<file path="src/rtl/mbist_pkg.sv">
// mbist_pkg: shared types and the March C- element table for the MBIST sequencer.
//   state_t    - sequencer FSM states (IDLE -> RUN -> DRAIN -> DONE)
//   op_t       - memory operation encoding {RD, WR}
//   elem_t     - per-element descriptor: op count, first op, first-op data, direction
//   NUM_ELEM   - number of march elements (6)
//   elem_info  - element table lookup
//   elem_down  - address direction of an element
package mbist_pkg;

    typedef enum logic [1:0] {
        ST_IDLE  = 2'd0,
        ST_RUN   = 2'd1,
        ST_DRAIN = 2'd2,
        ST_DONE  = 2'd3
    } state_t;

    typedef enum logic {
        OP_RD = 1'b0,
        OP_WR = 1'b1
    } op_t;

    typedef struct packed {
        logic two_ops;    // read followed by write at each address
        op_t  first_op;
        logic first_one;  // first op uses the inverted background
        logic down;       // descending address order
    } elem_t;

    localparam logic [2:0] NUM_ELEM = 3'd6;

    // {w0} {r0,w1} {r1,w0} {r0,w1}down {r1,w0}down {r0}; second op always writes the inverse
    function automatic elem_t elem_info(input logic [2:0] elem);
        elem_t e;
        case (elem)
            3'd0:    e = '{two_ops: 1'b0, first_op: OP_WR, first_one: 1'b0, down: 1'b0};
            3'd1:    e = '{two_ops: 1'b1, first_op: OP_RD, first_one: 1'b0, down: 1'b0};
            3'd2:    e = '{two_ops: 1'b1, first_op: OP_RD, first_one: 1'b1, down: 1'b0};
            3'd3:    e = '{two_ops: 1'b1, first_op: OP_RD, first_one: 1'b0, down: 1'b1};
            3'd4:    e = '{two_ops: 1'b1, first_op: OP_RD, first_one: 1'b1, down: 1'b1};
            3'd5:    e = '{two_ops: 1'b0, first_op: OP_RD, first_one: 1'b0, down: 1'b0};
            default: e = '{two_ops: 1'b0, first_op: OP_RD, first_one: 1'b0, down: 1'b0};
        endcase
        return e;
    endfunction

    function automatic logic elem_down(input logic [2:0] elem);
        elem_t e;
        e = elem_info(elem);
        return e.down;
    endfunction

endpackage

</file>
<file path="src/rtl/mbist_addr_gen.sv">
// mbist_addr_gen: up/down address counter for the march sequencer.
//   clk, rst_n - clock, asynchronous active-low reset
//   load       - load start address (all-ones when load_down, else zero)
//   load_down  - direction of the element being loaded
//   step       - advance one address in direction 'down'
//   down       - direction of the element currently running
//   addr       - current address
//   last       - addr is the final address for direction 'down'
module mbist_addr_gen #(
    parameter int ADDR_W = 12
) (
    input  logic              clk,
    input  logic              rst_n,
    input  logic              load,
    input  logic              load_down,
    input  logic              step,
    input  logic              down,
    output logic [ADDR_W-1:0] addr,
    output logic              last
);

    assign last = down ? (addr == '0) : (addr == '1);

    // address counter: load has priority over step
    always_ff @(posedge clk or negedge rst_n) begin
        if (!rst_n) begin
            addr <= '0;
        end else if (load) begin
            addr <= load_down ? '1 : '0;
        end else if (step) begin
            addr <= down ? (addr - ADDR_W'(1)) : (addr + ADDR_W'(1));
        end else begin
            addr <= addr;
        end
    end

endmodule

</file>
<file path="src/rtl/mbist_march_ctrl.sv">
// mbist_march_ctrl: March C- MBIST sequencer for one single-port SRAM.
//   MCK, RSTN      - clock, asynchronous active-low reset
//   men            - run enable (level); dropping it returns to IDLE
//   mgo            - pass flag (sticky 0 on any mismatch until next start)
//   mrd            - test complete
//   mem_cen/wen/oen- SRAM strobes, active-low
//   mem_a, mem_d   - SRAM address / write data (held while idle)
//   mem_q          - SRAM read data, valid one cycle after the read access
//   fail_addr/elem - first failing address / march element
// Optional feature: define MBIST_DIAG_EN to capture the first failing address/element;
// otherwise fail_addr and fail_elem are tied to zero.
module mbist_march_ctrl
    import mbist_pkg::*;
#(
    parameter int                ADDR_W     = 12,
    parameter int                DATA_W     = 32,
    parameter logic [DATA_W-1:0] BG_PATTERN = '0
) (
    input  logic              MCK,
    input  logic              RSTN,
    input  logic              men,
    output logic              mgo,
    output logic              mrd,
    output logic              mem_cen,
    output logic              mem_wen,
    output logic              mem_oen,
    output logic [ADDR_W-1:0] mem_a,
    output logic [DATA_W-1:0] mem_d,
    input  logic [DATA_W-1:0] mem_q,
    output logic [ADDR_W-1:0] fail_addr,
    output logic [2:0]        fail_elem
);

    state_t            state_r;
    logic [2:0]        elem_r;
    logic              op_r;
    logic              rd_p1_r;
    logic              cmp_v_r;
    logic [DATA_W-1:0] exp_p1_r;
    logic [DATA_W-1:0] exp_p2_r;

    elem_t             info_s;
    op_t               cur_op_s;
    logic              data_one_s;
    logic [DATA_W-1:0] word_s;
    logic              last_op_s;
    logic              start_s;
    logic              issue_s;
    logic              mismatch_s;
    logic              ag_load_s;
    logic              ag_load_down_s;
    logic              ag_step_s;
    logic              ag_last_s;
    logic [ADDR_W-1:0] ag_addr_s;

    assign info_s         = elem_info(elem_r);
    assign cur_op_s       = op_r ? OP_WR : info_s.first_op;
    assign data_one_s     = op_r ? ~info_s.first_one : info_s.first_one;
    assign word_s         = data_one_s ? ~BG_PATTERN : BG_PATTERN;
    assign last_op_s      = ~info_s.two_ops | op_r;
    assign start_s        = (state_r == ST_IDLE) & men;
    // elem_r == NUM_ELEM marks "all ops issued": RUN then leaves for DRAIN
    assign issue_s        = (state_r == ST_RUN) & men & (elem_r < NUM_ELEM);
    assign mismatch_s     = cmp_v_r & (mem_q != exp_p2_r);
    assign ag_load_s      = start_s | (issue_s & last_op_s & ag_last_s);
    assign ag_load_down_s = start_s ? elem_down(3'd0) : elem_down(elem_r + 3'd1);
    assign ag_step_s      = issue_s & last_op_s & ~ag_last_s;

    mbist_addr_gen #(.ADDR_W(ADDR_W)) u_addr_gen (
        .clk       (MCK),
        .rst_n     (RSTN),
        .load      (ag_load_s),
        .load_down (ag_load_down_s),
        .step      (ag_step_s),
        .down      (info_s.down),
        .addr      (ag_addr_s),
        .last      (ag_last_s)
    );

    // sequencer FSM, registered memory strobes and read-compare pipeline
    always_ff @(posedge MCK or negedge RSTN) begin
        if (!RSTN) begin
            state_r  <= ST_IDLE;
            elem_r   <= 3'd0;
            op_r     <= 1'b0;
            rd_p1_r  <= 1'b0;
            cmp_v_r  <= 1'b0;
            exp_p1_r <= '0;
            exp_p2_r <= '0;
            mgo      <= 1'b0;
            mrd      <= 1'b0;
            mem_cen  <= 1'b1;
            mem_wen  <= 1'b1;
            mem_oen  <= 1'b1;
            mem_a    <= '0;
            mem_d    <= '0;
        end else if (!men) begin
            // abort: any compare due on this edge is discarded, mgo keeps its value
            state_r <= ST_IDLE;
            rd_p1_r <= 1'b0;
            cmp_v_r <= 1'b0;
            mrd     <= 1'b0;
            mem_cen <= 1'b1;
            mem_wen <= 1'b1;
            mem_oen <= 1'b1;
        end else begin
            // stage 1 marks the access cycle, stage 2 the cycle mem_q is valid
            cmp_v_r  <= rd_p1_r;
            exp_p2_r <= exp_p1_r;
            if (mismatch_s) begin
                mgo <= 1'b0;
            end
            case (state_r)
                ST_IDLE: begin
                    state_r <= ST_RUN;
                    elem_r  <= 3'd0;
                    op_r    <= 1'b0;
                    rd_p1_r <= 1'b0;
                    cmp_v_r <= 1'b0;
                    mgo     <= 1'b1;
                    mrd     <= 1'b0;
                end
                ST_RUN: begin
                    if (issue_s) begin
                        mem_cen  <= 1'b0;
                        mem_oen  <= 1'b0;
                        mem_wen  <= (cur_op_s == OP_WR) ? 1'b0 : 1'b1;
                        mem_a    <= ag_addr_s;
                        if (cur_op_s == OP_WR) begin
                            mem_d <= word_s;
                        end
                        rd_p1_r  <= (cur_op_s == OP_RD);
                        exp_p1_r <= word_s;
                        if (last_op_s) begin
                            op_r <= 1'b0;
                            if (ag_last_s) begin
                                elem_r <= elem_r + 3'd1;
                            end
                        end else begin
                            op_r <= 1'b1;
                        end
                    end else begin
                        state_r <= ST_DRAIN;
                        rd_p1_r <= 1'b0;
                        mem_cen <= 1'b1;
                        mem_wen <= 1'b1;
                        mem_oen <= 1'b1;
                    end
                end
                ST_DRAIN: begin
                    state_r <= ST_DONE;
                    mrd     <= 1'b1;
                end
                ST_DONE: begin
                    state_r <= ST_DONE;
                    mrd     <= 1'b1;
                end
                default: begin
                    state_r <= ST_IDLE;
                    rd_p1_r <= 1'b0;
                    mem_cen <= 1'b1;
                    mem_wen <= 1'b1;
                    mem_oen <= 1'b1;
                end
            endcase
        end
    end

`ifdef MBIST_DIAG_EN
    logic [ADDR_W-1:0] addr_p1_r;
    logic [ADDR_W-1:0] addr_p2_r;
    logic [2:0]        elem_p1_r;
    logic [2:0]        elem_p2_r;
    logic              fail_seen_r;

    // address/element pipeline aligned with the compare, first-failure capture
    always_ff @(posedge MCK or negedge RSTN) begin
        if (!RSTN) begin
            addr_p1_r   <= '0;
            addr_p2_r   <= '0;
            elem_p1_r   <= 3'd0;
            elem_p2_r   <= 3'd0;
            fail_seen_r <= 1'b0;
            fail_addr   <= '0;
            fail_elem   <= 3'd0;
        end else begin
            if (issue_s) begin
                addr_p1_r <= ag_addr_s;
                elem_p1_r <= elem_r;
            end
            addr_p2_r <= addr_p1_r;
            elem_p2_r <= elem_p1_r;
            if (start_s) begin
                fail_seen_r <= 1'b0;
                fail_addr   <= '0;
                fail_elem   <= 3'd0;
            end else if (mismatch_s && men && !fail_seen_r) begin
                fail_seen_r <= 1'b1;
                fail_addr   <= addr_p2_r;
                fail_elem   <= elem_p2_r;
            end
        end
    end
`else
    assign fail_addr = '0;
    assign fail_elem = 3'd0;
`endif

endmodule

</file>
<file path="config.mk">
export PLATFORM = sky130hd
export DESIGN_NAME = mbist_march_ctrl
export DESIGN_NICKNAME = d
export VERILOG_FILES = /design/src/rtl/mbist_pkg.sv /design/src/rtl/mbist_addr_gen.sv /design/src/rtl/mbist_march_ctrl.sv
export SDC_FILE = /design/constraint.sdc
export NUM_CORES = 1
export LEC_CHECK = 0
export CAP_MARGIN = 20
export CORE_ASPECT_RATIO = 1.25
export CORE_UTILIZATION = 45
export CTS_CLUSTER_SIZE = 14
export DETAILED_ROUTE_END_ITERATION = 6
export PLACE_DENSITY = 0.9
export SLEW_MARGIN = 20
export SYNTH_ARGS = -nofsm -noshare
export SYNTH_HDL_FRONTEND = slang
export SYNTH_SLANG_ARGS = --single-unit
</file>
<file path="constraint.sdc">
create_clock -name MCK -period 9 [get_ports MCK]
set_clock_uncertainty 0.15 [all_clocks]
set_input_delay 1.8 -clock MCK [delete_from_list [all_inputs] [get_ports MCK]]
set_output_delay 1.8 -clock MCK [all_outputs]
set_load 0.01 [all_outputs]
</file>
* Word level (Yosys, flattened, before mapping)
Index checks and enable logic that the tools add are counted.
Storage, ports and cells: register bits 132, output and inout port bits 64
Operators by class: $add $sub $neg 3, $lt $le $gt $ge 1, equality and inequality tests 20, multiplexer cells 37, bitwise logic cells 13, reductions and logical operators 13
Operator list (count):
- 2-to-1 mux 12 bit | 4
- 2-to-1 mux 32 bit | 1
- inequality test 32 bit | 1
- 2-to-1 mux 1 bit | 20
- case mux 4 bit (5 select lines) | 1
- adder 12 x 1 -> 12 bit (second input constant) | 1
- == test 12 bit (second input constant) | 1
- == test 3 x 2 -> 1 bit (second input constant) | 4
- zero test 12 bit | 1
- subtractor 12 x 1 -> 12 bit (second input constant) | 1
- 2-to-1 mux 3 bit | 3
- AND 1 bit | 7
- == test 3 x 1 -> 1 bit (second input constant) | 2
- == test 3 bit (second input constant) | 2
- zero test 3 bit | 2
- inequality test 2 bit (second input constant) | 3
- case mux 1 bit (2 select lines) | 3
- case mux 2 bit (3 select lines) | 1
- case mux 3 bit (2 select lines) | 1
- AND reduction 3 bit | 2
- nonzero test 2 bit | 3
- case mux 1 bit (5 select lines) | 1
- AND reduction 5 bit | 1
- == test 2 bit (second input constant) | 2
- 14 further kinds | 19

* Logic depth before layout (Yosys ltp)
Gate-level depths: netlist (run 1).
depth after elaboration 8, depth in mapped cells 12, depth with buffers taken out 12

* Modules after synthesis
From an unflattened synthesis (run 1), not the netlist that was laid out.
Second synthesis, totals: cell total of the unflattened synthesis 348, area total of the unflattened synthesis 2970.3 um^2
Modules (own cells, without submodules):
- mbist_march_ctrl | times used 1, cells each 217, area each 1874.3 um^2, seq. area each 678.2 um^2
- mbist_addr_gen | times used 1, cells each 131, area each 1096.1 um^2, seq. area each 300.3 um^2

* Worst setup path after synthesis (run 1)
Ideal clock, no wire load.
kind input to register, from in men, to reg u_addr_gen.addr[3], library setup time 0.126 ns, arrival 2.946 ns, data required time 8.724 ns, path slack 5.778 ns, stages 8, path buffers 2, cell sequence clkbuf_1 nand2_1 o21ai_0 o31a_4 buf_2 nand2_1 a21oi_1 a21oi_1
On the way: longest elaborated chain between the ends 6, elaborated cells between the ends (all ways) 11, those cells by class mux (3); bitwise (7); reduce/logical (1)
Ends and longest elaborated chain:
- start: declaration | line mbist_march_ctrl.sv:21 | input logic men,
- AND 1 bit (2 in series) | line mbist_march_ctrl.sv:63 | assign issue_s = (state_r == ST_RUN) & men & (elem_r < NUM_ELEM);
- AND 1 bit | line mbist_march_ctrl.sv:65, mbist_march_ctrl.sv:67
- AND 1 bit | line mbist_march_ctrl.sv:65 | assign ag_load_s = start_s | (issue_s & last_op_s & ag_last_s);
- bitwise OR 1 bit | line mbist_march_ctrl.sv:65
- 2-to-1 mux 12 bit / nonzero test 2 bit (equally long branches)
- end signal: assignment | line mbist_addr_gen.sv:29 | addr <= load_down ? '1 : '0;
- end signal: assignment | line mbist_addr_gen.sv:31 | addr <= down ? (addr - ADDR_W'(1)) : (addr + ADDR_W'(1));
- end signal: assignment | line mbist_addr_gen.sv:33 | addr <= addr;
- end: declaration | line mbist_addr_gen.sv:18 | output logic [ADDR_W-1:0] addr,
Parallel ways exist; a longest one is shown, timed or not. A chain may end at the register's enable or synchronous reset.

* Final worst setup path (run 1)
from in men, to reg u_addr_gen.addr[5]
The elaborated chain is that of the path after synthesis.

==> summary.md, run 1 <==
| Metric | Value |
|---|---|
| Status | finished clean |
| Filler cell count | 601 |
| Diode count | 0 |
| WL/cell | 15.7 um |
| Met3 Wirelength | 599 um |
| Slew HR | 42.7% |
| Seq pwr share | 41.2% |
| Synth cell types | 67 |
| Setup Crit Path Kind | primary input to flip-flop |
| Worst vdd ir | 0.156 mV |
| Root Driver | clkbuf_8 |
| Design Power | 0.000749 W |
| Crit path arrival time | 4.54 ns |
| Pwr dens | 203 mW/mm^2 |
| Worst-path clk slew | 0.09 ns |
| Final WS setup | 4.50 ns |
| Switching pwr | 0.000297 W |
| CP required | 9.04 ns |
| Worst slew pin tran | 0.859 ns |
| Final Wtd Congestion | 0.949 |
| Layout cells sized above 1 | 7.92% |
| Gate count of the mapped netlist | 364 |
| Clock latency on the worst-skew pair | 0.30 ns |
| Register area share after synthesis | 32.3% |
| Post-synth EDFFs | 0 |
| Critical path launch point type | primary input |
| TNS Setup | 0 ns |
| Yosys warns | 0 |
| Setup Viol. Count Final | 0 |
| Post-Place Cells | 483 |
| Asr flop ratio synth | 100% |
| Largest net degree at the start of global routing | 40 |
| FP Rows | 33 |
| Area growth from synthesis to layout | 22.1% |
| Commonest cells after routing, fill and taps aside | 82 x clkdlybuf4s50_1, 37 x dfrtp_1, 34 x nand2_1, 23 x nor2_1, 23 x o21ai_0 |
| CTS H-tree lvls | 2 |
| Net Sw Frac | 39.7% |
| Final min period | 4.50 ns |
| DP HPWL | 5840 um |
| Cell Area, Synth | 0.00303 mm^2 |
| Layout Nets | 445 |
| Hold Path Class | flip-flop to flip-flop |
| Max FO, Critical Path | 24 |
| Synth Register Bits | 39 |
| Routed vias | 2841 |
| Uppermost routed layer | met4 |
| Slew Viols, Final | 0 |
| Die area | 0.00706 mm^2 |
| First-pass GRT wire length | 12200 um |
| Postcts setup bufs | 0 |
| Vias in the first global route | 2597 |
| Antenna-violating nets left | 0 |
| Ports | 99 |
| Most common cell after layout, fill and taps aside | clkdlybuf4s50_1 |
| Power share of the combinational group | 38.3% |
| Die Ht | 93.7 um |
| Peak Freq | 222 MHz |
| Setup WS pre-CTS | 4.19 ns |
| Pre-Repair DR Iteration Count | 4 |
| DR iter-0 viols | 148 |
| Max_cap viols | 0 |
| Starting Density | 46.4% |
| CTS hold repair buffers | 0 |
| Final wirelength | 7710 um |
| I/O Buffers | 83 |
| Met2 routed WL | 3990 um |
| Die width | 75.4 um |
| Post-Route Utilization | 56.7% |
| Initial antenna violation count | 0 |
| Max Root-Sink Buffers | 2 |
| RSZ-0062 raised after global routing | no |
| Core area | 0.00652 mm^2 |
| Internal power | 0.000452 W |
| DR DRC count | 0 |
| Clock network power share | 20.5% |
| Critical Path Sink Type | flip-flop |
| DRT met1 WL | 2800 um |
| CTS tree | yes |
| CTS Buf Count | 5 |
| Hold Vio Cnt, Final | 0 |
| Grt ovf | 0 |
| CTS Sinks | 39 |
| Non-filler cells, final | 491 |
| Primary FF master, synth | dfrtp_1 |
| Total track usage | 22.5% |
| Syn Area/Cell | 8.32 um^2 |
| Final Cycle Share | 50.0% |
| Post-CTS sizing | 0 |
| Via density | 5.79 |
| Static leakage | 1.48 nW |
sequential cells by signal, summed over array words and instances (netlist names):
name,cells
state_r,2
mem_wen,1
rd_p1_r,1
mem_d,1
mgo,1
exp_p1_r,1
mem_a,12
mrd,1
elem_r,3
u_addr_gen.addr,12
exp_p2_r,1
op_r,1
mem_oen,1
cmp_v_r,1
cells by family (layout without fill, tap and decap cells):
group / Yosys count / count (layout) / share of synthesized area [%]
other: 1 / 15 / 0.124
AOI/OAI and AO/OA: 88 / 88 / 19.0
and+or+nand+nor: 128 / 128 / 22.1
xor gates and xnor gates: 4 / 4 / 1.16
DFF: 39 / 39 / 32.3
buffers and inverters: 81 / 107 / 16.4
muxes: 15 / 15 / 5.62
adders and majority gates: 8 / 8 / 3.22
synthesized netlist by cell type (7+ instances only):
master	number	area, um^2
a31oi_1	7	43.8
nand4_1	9	56.3
ha_1	7	87.6
inv_1	14	52.6
buf_4	48	360
nor4_1	8	50.1
o21ai_0	23	115
nor3_1	14	70.1
dfrtp_1	37	926
nor2_1	23	86.3
nand2_1	34	128
clkbuf_1	11	41.3
a21oi_1	20	100
nand3_1	13	65.1
mux2_2	8	90.1
a211oi_1	7	52.6
final timing paths:
check	from	end	slack, ns	cells past startpoint
setup reg to reg	elem_r[1]$_DFFE_PN0P_	u_addr_gen.addr[6]$_DFFE_PN0P_	5.44	12
hold reg to reg	mem_oen$_DFFE_PN1P_	mem_oen$_DFFE_PN1P_	0.32	2
min in group asynchronous	RSTN	mem_a[5]$_DFFE_PN0P_	1.44	1
setup / recovery	men	u_addr_gen.addr[5]$_DFFE_PN0P_	4.50	8
max in group asynchronous	RSTN	mem_d[30]$_DFFE_PN0P_	6.69	1
hold / removal	mem_oen$_DFFE_PN1P_	mem_oen$_DFFE_PN1P_	0.32	2
power groups by stage:
stage / sequential [W] / combinational (W) / clock [W]
after floorplan: 0.000272 / 0.000202 / 0
after global routing: 0.000316 / 0.000316 / 0.000162
after detailed placement: 0.000307 / 0.000282 / 0
after CTS: 0.000305 / 0.000284 / 0.000155
after global placement: 0.000306 / 0.000276 / 0
final: 0.000308 / 0.000287 / 0.000154
through the flow:
step | area (um^2) | hold WS (ns)
2_1_floorplan | 3080 | 0.290
6_report | 3700 | 0.324
5_1_grt | 3700 | 0.368
4_1_cts | 3700 | 0.331
3_5_place_dp | 3580 | 0.315
3_3_place_gp | 3580 | 0.311
layout make-up:
| cell class | instances | area [um^2] | area share (%) |
|---|---|---|---|
| clock buffer | 5 | 68.8 | 1.86 |
| clock inverter | 3 | 46.3 | 1.25 |
| inverter | 15 | 56.3 | 1.52 |
| multi-input combinational | 258 | 1600 | 43.4 |
| sequential | 39 | 978 | 26.5 |
| tap | 87 | 109 | 2.95 |
| timing repair buffer | 84 | 833 | 22.5 |
metal layers:
layer | vias to the layer above | track usage [%]
met1 | 1337 | 23.6
met4 | 0 | 11.3
met3 | 31 | 4.40
met5 | - | 0
met2 | 156 | 41.1
li1 | 1317 | -
critical path, cell delays in order:
cell and delay, ns:
clkdlybuf4s50_1 0.69, nand3_1 0.67, o21ai_0 0.40, buf_4 0.24, o31a_4 0.27, inv_2 0.09, o21a_1 0.19, o22a_1 0.17
No activity file was read; power rests on OpenSTA's default activity.
==> run 2: changes to the inputs <==
==> constraint.sdc (replaced) <==
create_clock -name MCK -period 4.7 [get_ports MCK]
set_clock_uncertainty 0.15 [all_clocks]
set_input_delay 0.94 -clock MCK [delete_from_list [all_inputs] [get_ports MCK]]
set_output_delay 0.94 -clock MCK [all_outputs]
set_load 0.01 [all_outputs]
==> summary.md, run 2 (synthesized netlist as in run 1, its figures left out) <==
| Metric | Value |
|---|---|
| Crit-path cells | inv_1, ha_1, mux2i_2, xnor2_1, ha_1, nand2_1, a211oi_1, a211oi_1, or4_1, o221ai_1, a21boi_0, a2bb2oi_1 (was clkdlybuf4s50_1, nand3_1, o21ai_0, buf_4, o31a_4, inv_2, o21a_1, o22a_1) |
| Largest net degree at the start of global routing | 40 (unchanged) |
| Clock network power share | 20.7% (was 20.5%) |
| Area growth from synthesis to layout | 22.4% (was 22.1%) |
| Switching pwr | 0.000556 W (was 0.000297 W) |
| Global routing usage on met3 | 4.40% (unchanged) |
| Setup Crit Path Kind | flip-flop to flip-flop (was primary input to flip-flop) |
| Net Sw Frac | 38.8% (was 39.7%) |
| Layout Nets | 446 (was 445) |
| Final Wtd Congestion | 1.01 (was 0.949) |
| Slew HR | 40.7% (was 42.7%) |
| RSZ-0062 raised after global routing | no (unchanged) |
| Top Registers | mem_a x12, u_addr_gen.addr x12, elem_r x3 (unchanged) |
| Initial antenna violation count | 0 (unchanged) |
| Final WS setup | 1.34 ns (was 4.50 ns) |
| Internal power | 0.000876 W (was 0.000452 W) |
| Capturing point of the worst reg2reg path | u_addr_gen.addr[10]$_DFFE_PN0P_ (was u_addr_gen.addr[6]$_DFFE_PN0P_) |
| Crit path arrival time | 3.42 ns (was 4.54 ns) |
| Final wirelength | 7820 um (was 7710 um) |
| Slew Viols, Final | 0 (unchanged) |
| Max incr delay on CP | 0.53 ns (was 0.69 ns) |
| CTS Buf Count | 5 (unchanged) |
| Final Cycle Share | 71.5% |
| Via density | 5.69 (was 5.79) |
| Setup WS pre-CTS | 1.45 ns (was 4.19 ns) |
| Met1 GRT Util | 26.0% (was 23.6%) |
| Post-CTS sizing | 0 (unchanged) |
| First-pass GRT wire length | 12400 um (was 12200 um) |
| DR iter-0 viols | 197 (was 148) |
| CTS H-tree lvls | 2 (unchanged) |
| Postcts setup bufs | 0 (unchanged) |
| Routed vias | 2798 (was 2841) |
| Slowest-stage cell, CP | mux2i_2 (was clkdlybuf4s50_1) |
| Hold path cells | 2 (unchanged) |
| Die area | 0.00706 mm^2 (unchanged) |
| Hold Path Class | flip-flop to flip-flop (unchanged) |
| Grt ovf | 0 (unchanged) |
| Worst-path clk slew | 0.08 ns (was 0.09 ns) |
| WL/cell | 15.9 um (was 15.7 um) |
| Max Root-Sink Buffers | 2 (unchanged) |
| Max FO, Critical Path | 10 (was 24) |
| Grt peak-use layer | met2 (unchanged) |
| Critical path launch point type | flip-flop (was primary input) |
| Final min period | 3.36 ns |
| Post-Route Utilization | 56.8% (was 56.7%) |
| CTS tree | yes (unchanged) |
| Pwr dens | 386 mW/mm^2 (was 203 mW/mm^2) |
| TNS Setup | 0 ns (unchanged) |
| Reg-to-reg critical path startpoint | elem_r[0]$_DFFE_PN0P_ (was elem_r[1]$_DFFE_PN0P_) |
| Filler cell count | 587 (was 601) |
| CP required | 4.76 ns (was 9.04 ns) |
| Diode count | 0 (unchanged) |
| Core area | 0.00652 mm^2 (unchanged) |
| FP Rows | 33 (unchanged) |
| Status | finished clean (unchanged) |
| GR Util met2 | 40.3% (was 41.1%) |
| CP top delay family | compound AO/OA/AOI/OAI gates (unchanged) |
| DP HPWL | 5890 um (was 5840 um) |
| Setup Viol. Count Final | 0 (unchanged) |
| Commonest cells after routing, fill and taps aside | 82 x clkdlybuf4s50_1, 37 x dfrtp_1, 34 x nand2_1, 23 x nor2_1, 23 x o21ai_0 (unchanged) |
| Total track usage | 22.8% (was 22.5%) |
| HP Start | mem_oen$_DFFE_PN1P_ (unchanged) |
| I/O Buffers | 83 (unchanged) |
| Peak Freq | 298 MHz |
| Layout cells sized above 1 | 8.15% (was 7.92%) |
| Power share of the combinational group | 38.3% (about the same) |
| Die width | 75.4 um (unchanged) |
| Worst slew pin tran | 0.890 ns (was 0.859 ns) |
| Reg2Reg Depth | 12 (unchanged) |
| Static leakage | 1.50 nW (was 1.48 nW) |
| Hold Vio Cnt, Final | 0 (unchanged) |
| Critical Path Sink Type | flip-flop (unchanged) |
| Worst vdd ir | 0.300 mV (was 0.156 mV) |
| Root Driver | clkbuf_8 (unchanged) |
| CP bufs+invs | 1 (was 3) |
| Ports | 99 (unchanged) |
| Clock latency on the worst-skew pair | 0.30 ns (about the same) |
| Hold EP | mem_oen$_DFFE_PN1P_ (unchanged) |
| Starting Density | 46.4% (unchanged) |
| CTS Sinks | 39 (unchanged) |
| Max_cap viols | 0 (unchanged) |
| Most common cell after layout, fill and taps aside | clkdlybuf4s50_1 (unchanged) |
| Seq pwr share | 41.0% (was 41.2%) |
| Antenna-violating nets left | 0 (unchanged) |
| Die Ht | 93.7 um (unchanged) |
| CTS hold repair buffers | 0 (unchanged) |
| Reg2reg setup slack | 1.34 ns (was 5.44 ns) |
| Vias in the first global route | 2730 (was 2597) |
| Pre-Repair DR Iteration Count | 5 (was 4) |
| DR DRC count | 0 (unchanged) |
-- run 2: changes by cell type in the layout (fill, tap and decap cells not counted), sizes merged --
cell | previous run | this run
clkbuf | 5 | 6
inv | 16 | 15
clkinvlp | 1 | 0
buf | 2 | 3
clkinv | 0 | 1
-- run 2: power by group through the flow --
stage | combinational, W | sequential, W | clock (W)
2_1_floorplan | 0.000387 | 0.000521 | 0
3_3_place_gp | 0.000535 | 0.000587 | 0
3_5_place_dp | 0.000543 | 0.000591 | 0
4_1_cts | 0.000547 | 0.000584 | 0.000302
5_1_grt | 0.000602 | 0.000602 | 0.000314
6_report | 0.000548 | 0.000587 | 0.000296
-- run 2: final cells by class --
cell class                 count  area (um^2)  share of cell area, %
clock buffer                   6         82.6                   2.23
clock inverter                 2         35.0                  0.945
inverter                      15         56.3                   1.52
multi-input combinational    258         1600                   43.3
sequential                    39          978                   26.4
tap                           87          109                   2.94
timing repair buffer          85          841                   22.7
-- run 2: layer usage --
layer  part of all wire, %  up-vias
li1                      -     1320
met1                    39     1305
met2                    50      155
met3                   9.0       18
met4                   2.5        0
met5                     0        -
-- run 2: tightest hold or removal path: cells and delay by family, from the launching register on --
family	cells	cell delay [ns]
DFF	1	0.38
and+or+nand+nor	2	0.10
-- run 2: stage by stage --
stage	instance area, um^2	hold slack, ns	cells	power (W)
floorplan	3080	0.290	378	0.000908
global placement	3590	0.304	484	0.00112
detailed placement	3590	0.314	484	0.00113
CTS	3710	0.335	492	0.00143
global route	3710	0.362	492	0.00152
finish	3710	0.330	492	0.00143
-- run 2: worst max path at each step --
stage          slack (ns)             startpoint                              end  depth (start not counted)
3_5_place_dp         1.45                    men   u_addr_gen.addr[5]$_DFFE_PN0P_                          8
5_1_grt              1.12  elem_r[1]$_DFFE_PN0P_   u_addr_gen.addr[6]$_DFFE_PN0P_                         12
2_1_floorplan        1.84  elem_r[0]$_DFFE_PN0P_  u_addr_gen.addr[10]$_DFFE_PN0P_                         12
3_3_place_gp         1.43                    men            elem_r[2]$_DFFE_PN0P_                          7
4_1_cts              1.42  elem_r[0]$_DFFE_PN0P_  u_addr_gen.addr[10]$_DFFE_PN0P_                         12
6_report             1.34  elem_r[0]$_DFFE_PN0P_  u_addr_gen.addr[10]$_DFFE_PN0P_                         12
